$ cat src/rtl/seg_scan.sv
// Six-digit multiplexed 7-segment scanner with a per-frame input snapshot,
// inter-digit blanking, BCD decode, blinking separator points and leading-zero blanking.
module seg_scan #(
  parameter int SCAN_DIV     = 50000,
  parameter int BLANK_CYCLES = 2,
  parameter int ACTIVE_LOW   = 1,
  parameter int LZB          = 1
) (
  input  logic       clk,
  input  logic       rst,
  input  logic [3:0] hour_10,
  input  logic [3:0] hour1,
  input  logic [3:0] min_10,
  input  logic [3:0] min1,
  input  logic [3:0] sec_10,
  input  logic [3:0] sec1,
  output logic [6:0] seg,
  output logic       dp,
  output logic [5:0] dig_sel,
  output logic       frame_done
);

  localparam int CW = (SCAN_DIV > 1) ? $clog2(SCAN_DIV) : 1;
  localparam logic [CW-1:0] CNT_LAST  = CW'(SCAN_DIV - 1);
  localparam logic [CW-1:0] BLANK_END = CW'(BLANK_CYCLES);
  localparam logic [13:0]   POL       = (ACTIVE_LOW != 0) ? '1 : '0;

  logic [CW-1:0] cnt;
  logic [2:0]    idx;
  logic [3:0]    snap [6];
  logic [3:0]    cur;
  logic [6:0]    seg_n;
  logic          dp_n;
  logic [5:0]    dig_n;

  function automatic logic [6:0] decode(input logic [3:0] v);
    case (v)
      4'd0:    decode = 7'h3F;
      4'd1:    decode = 7'h06;
      4'd2:    decode = 7'h5B;
      4'd3:    decode = 7'h4F;
      4'd4:    decode = 7'h66;
      4'd5:    decode = 7'h6D;
      4'd6:    decode = 7'h7D;
      4'd7:    decode = 7'h07;
      4'd8:    decode = 7'h7F;
      4'd9:    decode = 7'h6F;
      default: decode = 7'h40;
    endcase
  endfunction

  // Slot index 0 is the rightmost digit (sec1), slot 5 the leftmost (hour_10).
  always_comb begin
    cur = '0;
    case (idx)
      3'd0:    cur = snap[0];
      3'd1:    cur = snap[1];
      3'd2:    cur = snap[2];
      3'd3:    cur = snap[3];
      3'd4:    cur = snap[4];
      3'd5:    cur = snap[5];
      default: cur = '0;
    endcase
  end

  always_comb begin
    seg_n = '0;
    dp_n  = 1'b0;
    dig_n = '0;
    if (cnt >= BLANK_END) begin
      dig_n = 6'b000001 << idx;
      seg_n = decode(cur);
      if (LZB != 0 && idx == 3'd5 && cur == 4'd0)
        seg_n = '0;
      dp_n = (idx == 3'd2 || idx == 3'd4) && !snap[0][0];
    end
  end

  always_ff @(posedge clk or negedge rst) begin
    if (!rst) begin
      cnt        <= '0;
      idx        <= '0;
      frame_done <= 1'b0;
      for (int unsigned i = 0; i < 6; i++)
        snap[i] <= '0;
      {seg, dp, dig_sel} <= POL;
    end else begin
      frame_done <= (cnt == CNT_LAST) && (idx == 3'd5);
      if (cnt == CNT_LAST) begin
        cnt <= '0;
        idx <= (idx == 3'd5) ? '0 : idx + 3'd1;
      end else begin
        cnt <= cnt + CW'(1);
      end
      // One coherent capture per frame, taken while slot 0 is still blanked.
      if (cnt == '0 && idx == '0) begin
        snap[0] <= sec1;
        snap[1] <= sec_10;
        snap[2] <= min1;
        snap[3] <= min_10;
        snap[4] <= hour1;
        snap[5] <= hour_10;
      end
      {seg, dp, dig_sel} <= {seg_n, dp_n, dig_n} ^ POL;
    end
  end

endmodule

$ cat config.mk
export PLATFORM = sky130hd
export DESIGN_NAME = seg_scan
export DESIGN_NICKNAME = d
export VERILOG_FILES = /design/src/rtl/seg_scan.sv
export SDC_FILE = /design/constraint.sdc
export NUM_CORES = 1
export LEC_CHECK = 0
export ABC_AREA = 1
export CAP_MARGIN = 20
export CORE_MARGIN = 5
export CORE_UTILIZATION = 40
export DETAILED_ROUTE_END_ITERATION = 10
export PLACE_DENSITY = 0.6
export SYNTH_ARGS = -nofsm -noshare
export SYNTH_HDL_FRONTEND = slang
export SYNTH_SLANG_ARGS = --single-unit
$ cat constraint.sdc
create_clock -name clk -period 4.4 [get_ports clk]
set_clock_uncertainty 0.15 [all_clocks]
set_input_delay 0.66 -clock clk [delete_from_list [all_inputs] [get_ports clk]]
set_output_delay 0.66 -clock clk [all_outputs]
set_load 0.005 [all_outputs]
==> results by group <==
Synth
  • Number of synthesized register bits: 58
  • Post-synthesis instance area: approximately 0.0030 mm²
  • Distinct cell type count after synthesis: 32
  • Sequential area share after synthesis: 49.62%
  • Warnings, synthesis: 0
  • Ys flop type: dfrtp_1
  • Leading cell types by total area after synthesis: dfrtp_1 (37%), dfstp_2 (12%), nand2_1 (9.0%)
  • Most frequent cell after synthesis: nand2_1
  • Syn Nets: ~390
  • Largest area contributor in the netlist: dfrtp_1
  • Mean post-synth cell area: 8.386 µm²
  • Post-synth EDFFs: 0
  • FFs w/ async S/R, synth: 100.0%
  • Cell count after synthesis: 353
  • Top cell type's share of synthesized area: 37.19%
  • Commonest cells post-synth: nand2_1 (71), inv_1 (62), dfrtp_1 (44)

Setup path
  • Worst Setup End Kind: flip-flop
  • Worst Setup Start Kind: flip-flop
  • Flop-to-flop setup slack: 1.92 ns
  • Highest net fanout along the worst path: 12
  • Arrival @ worst endpoint: 2.58 ns
  • Critical path class: reg -> reg
  • Worst-path cell with the longest stage delay: dfrtp_1
  • Largest stage delay on the critical path: 0.52 ns
  • List of cells traversed by the critical path: inv_2 -> ha_1 -> nand2_1 -> o21ai_0 -> inv_1 -> nand2_1 -> inv_1 -> ha_1 -> nand3_1 -> nor2_1 -> nor2_2 -> nand3_1
  • Required @ worst endpoint: 4.50 ns
  • Worst Reg-to-Reg Cells: 12

Power and ir drop
  • Flop pwr share: 51.5%
  • Proportion of power drawn by the clock network: between 40% and 50%
  • Reported leakage power: 1.840 nW
  • Switching component of the power: 247.0 µW
  • Overall Power: 1.094 mW
  • Fraction of power spent switching nets: a little under a quarter
  • Worst voltage drop across the vdd grid: 0.1942 mV
  • Power per standard cell area: 303.7 mW/mm²
  • Pint: 846.7 µW
  • Relative contribution of combinational cells to total power: 7.6%

Cells and area
  • Diodes inserted: 0
  • Layout net count: 433
  • Core Util, Final: 49.91%
  • Final instance area: 0.003601 mm²
  • Fraction of final layout cells sized beyond drive strength 1: 14.18%
  • Syn-to-layout area delta: 21.64%
  • Number of non-filler instances in the completed layout: 501

Clock tree
  • Clock slew seen by the registers of the worst setup and hold paths: about 0.06 ns
  • CTS H-tree depth: 3
  • CTS tree: yes
  • Hold Buf Count CTS: 0
  • Clock insertion delay at the later pin of the skew report: 0.34 ns
  • Clock buffers created by TritonCTS: 9
  • Maximum number of buffers from clock root to sink: 2
  • CTS Sinks: 58
  • Resized Gates After CTS: 0
  • Post-CTS setup-driven buffer insertion count: 0
  • Root Driver: clkbuf_8

GRT
  • Met1 layer usage reported by global route: 21.30%
  • Vias in the first global route: 2323
  • Maximum number of pins on one net before global-route repair: 49
  • Total track usage: 15.46%
  • Global-route wire length before repair: between 10000 and 15000 µm
  • Met2 track demand over resource: a little under a quarter
  • Number of antenna violations at the first check in global routing: 0
  • GR peak layer: met2
  • Met3 routing resource usage after global routing: 4.378%
  • Leftover overflow at the end of global routing: 0

Timing
  • Final setup fails: 0
  • Final Critical Period: 2.484 ns
  • Count of pins over their slew limit: 0
  • Tightest slew margin relative to the limit: 55.25%
  • Worst hold margin: 0.2082 ns
  • Actual slew at the worst max-slew pin: 0.6712 ns
  • Period utilization: 56.46%
  • Sum of negative setup slack: 0 ns
  • Final Hold Violating Endpoints: 0
  • Unrepaired setup endpoints after global routing: no
  • Final WS setup: approximately 1.9 ns
  • Maximum clock rate: between 400 and 500 MHz

Routing
  • ANT nets after route: 0
  • Number of vias per cell: 4.679
  • Average routed wire per standard cell: between 10 and 15 µm
  • First-pass iteration count of the detailed router: 4
  • Number of DRC markers after the initial detailed-route iteration: roughly 120
  • Via count: ~2300
  • DRC violation count after routing: 0
  • Total wirelength of the detailed-routed design: 6267 µm

Floorplan
  • Height of the die: about 96 µm
  • Starting utilization of the core area: 41.03%
  • Total Die Area: just over 0.009 mm²
  • Horizontal die dimension: 96.03 µm
  • I/O pin count: 41
  • Core Rows: 31
  • Placeable Area: 0.007214 mm²

Placed design
  • Count of input and output buffers: 40
  • Gp weighted congestion: 0.8399
  • Placed instance area: 0.003418 mm²
  • DP Wirelength: between 4000 and 5000 µm
  • Number of instances in the placed design: 485
  • Post-Place Worst Slack: 1.894 ns

Outcome
  • Result of the run: complete, no violations

Job
  • Max cap viols: 0

Worst hold path
  • Path class of the lowest-slack min-delay path: in -> async
placed cells by master, fill, tap and decap left out, types with 5 or more instances in the layout:
cell type / n
a21oi_1: 7
a21oi_2: 5
clkbuf_8: 12
clkdlybuf4s50_1: 39
dfrtp_1: 44
dfstp_2: 14
ha_1: 10
inv_1: 62
nand2_1: 71
nand3_1: 33
nand4_1: 8
nor2_1: 27
nor3_1: 12
o21ai_0: 16
o21ai_2: 10
xor2_1: 5
state kept, by name, indices dropped and copies added (netlist names):
name / flops
idx: 3
frame_done: 1
cnt: 16
dig_sel: 6
dp: 1
snap: 24
seg: 7
per-layer routing:
layer	part of all wire, %	routed length, µm
met5	0	0
met4	1.5	94
met3	5.1	319
met2	44	2785
met1	49	3068
worst paths after layout:
| kind | startpoint | to |
|---|---|---|
| max reg2reg | idx[2] | seg[4] |
| min reg2reg | snap[8] | snap[8] |
| max | idx[2] | seg[4] |
| max in group asynchronous | rst | seg[5] |
| min in group clk | snap[8] | snap[8] |
| min | rst | snap[12] |
power by group through the flow:
stage / clock network [mW] / registers [mW] / logic, mW
floorplan: 0 / 0.570 / 0.0329
global placement: 0 / 0.573 / 0.0836
detailed placement: 0 / 0.573 / 0.0845
CTS: 0.460 / 0.563 / 0.0849
global route: 0.488 / 0.565 / 0.0946
finish: 0.448 / 0.563 / 0.0826
critical path: cells and delay by family, from the launching register on:
kind            cells  cell delay [ns]
buf+inv             3             0.40
simple gates        6             0.79
fa+ha+maj           2             0.47
compound gates      1             0.06
flops               1             0.52
final cells by class:
class	instances	area (µm²)
Tap cell	99	123.9
Inverter	66	247.7
Multi-Input combinational cell	221	1175
Sequential cell	58	1469
Clock buffer	14	172.7
Fill cell	742	3613
Timing Repair Buffer	41	402.9
Clock inverter	2	10.01
cell families (layout without fill, tap and decap cells):
kind of cell             after synthesis  in the layout  share of synthesized area, %
buffers and inverters                 74            123                         10.69
AND/OR/NAND/NOR                      161            161                         24.09
adder cells (fa/ha/maj)               10             10                         4.227
AO/OA/AOI/OAI                         45             45                         9.890
flip-flops                            58             58                         49.62
XOR/XNOR                               5              5                         1.479
Note: power is estimated with default switching activity, not from simulation.
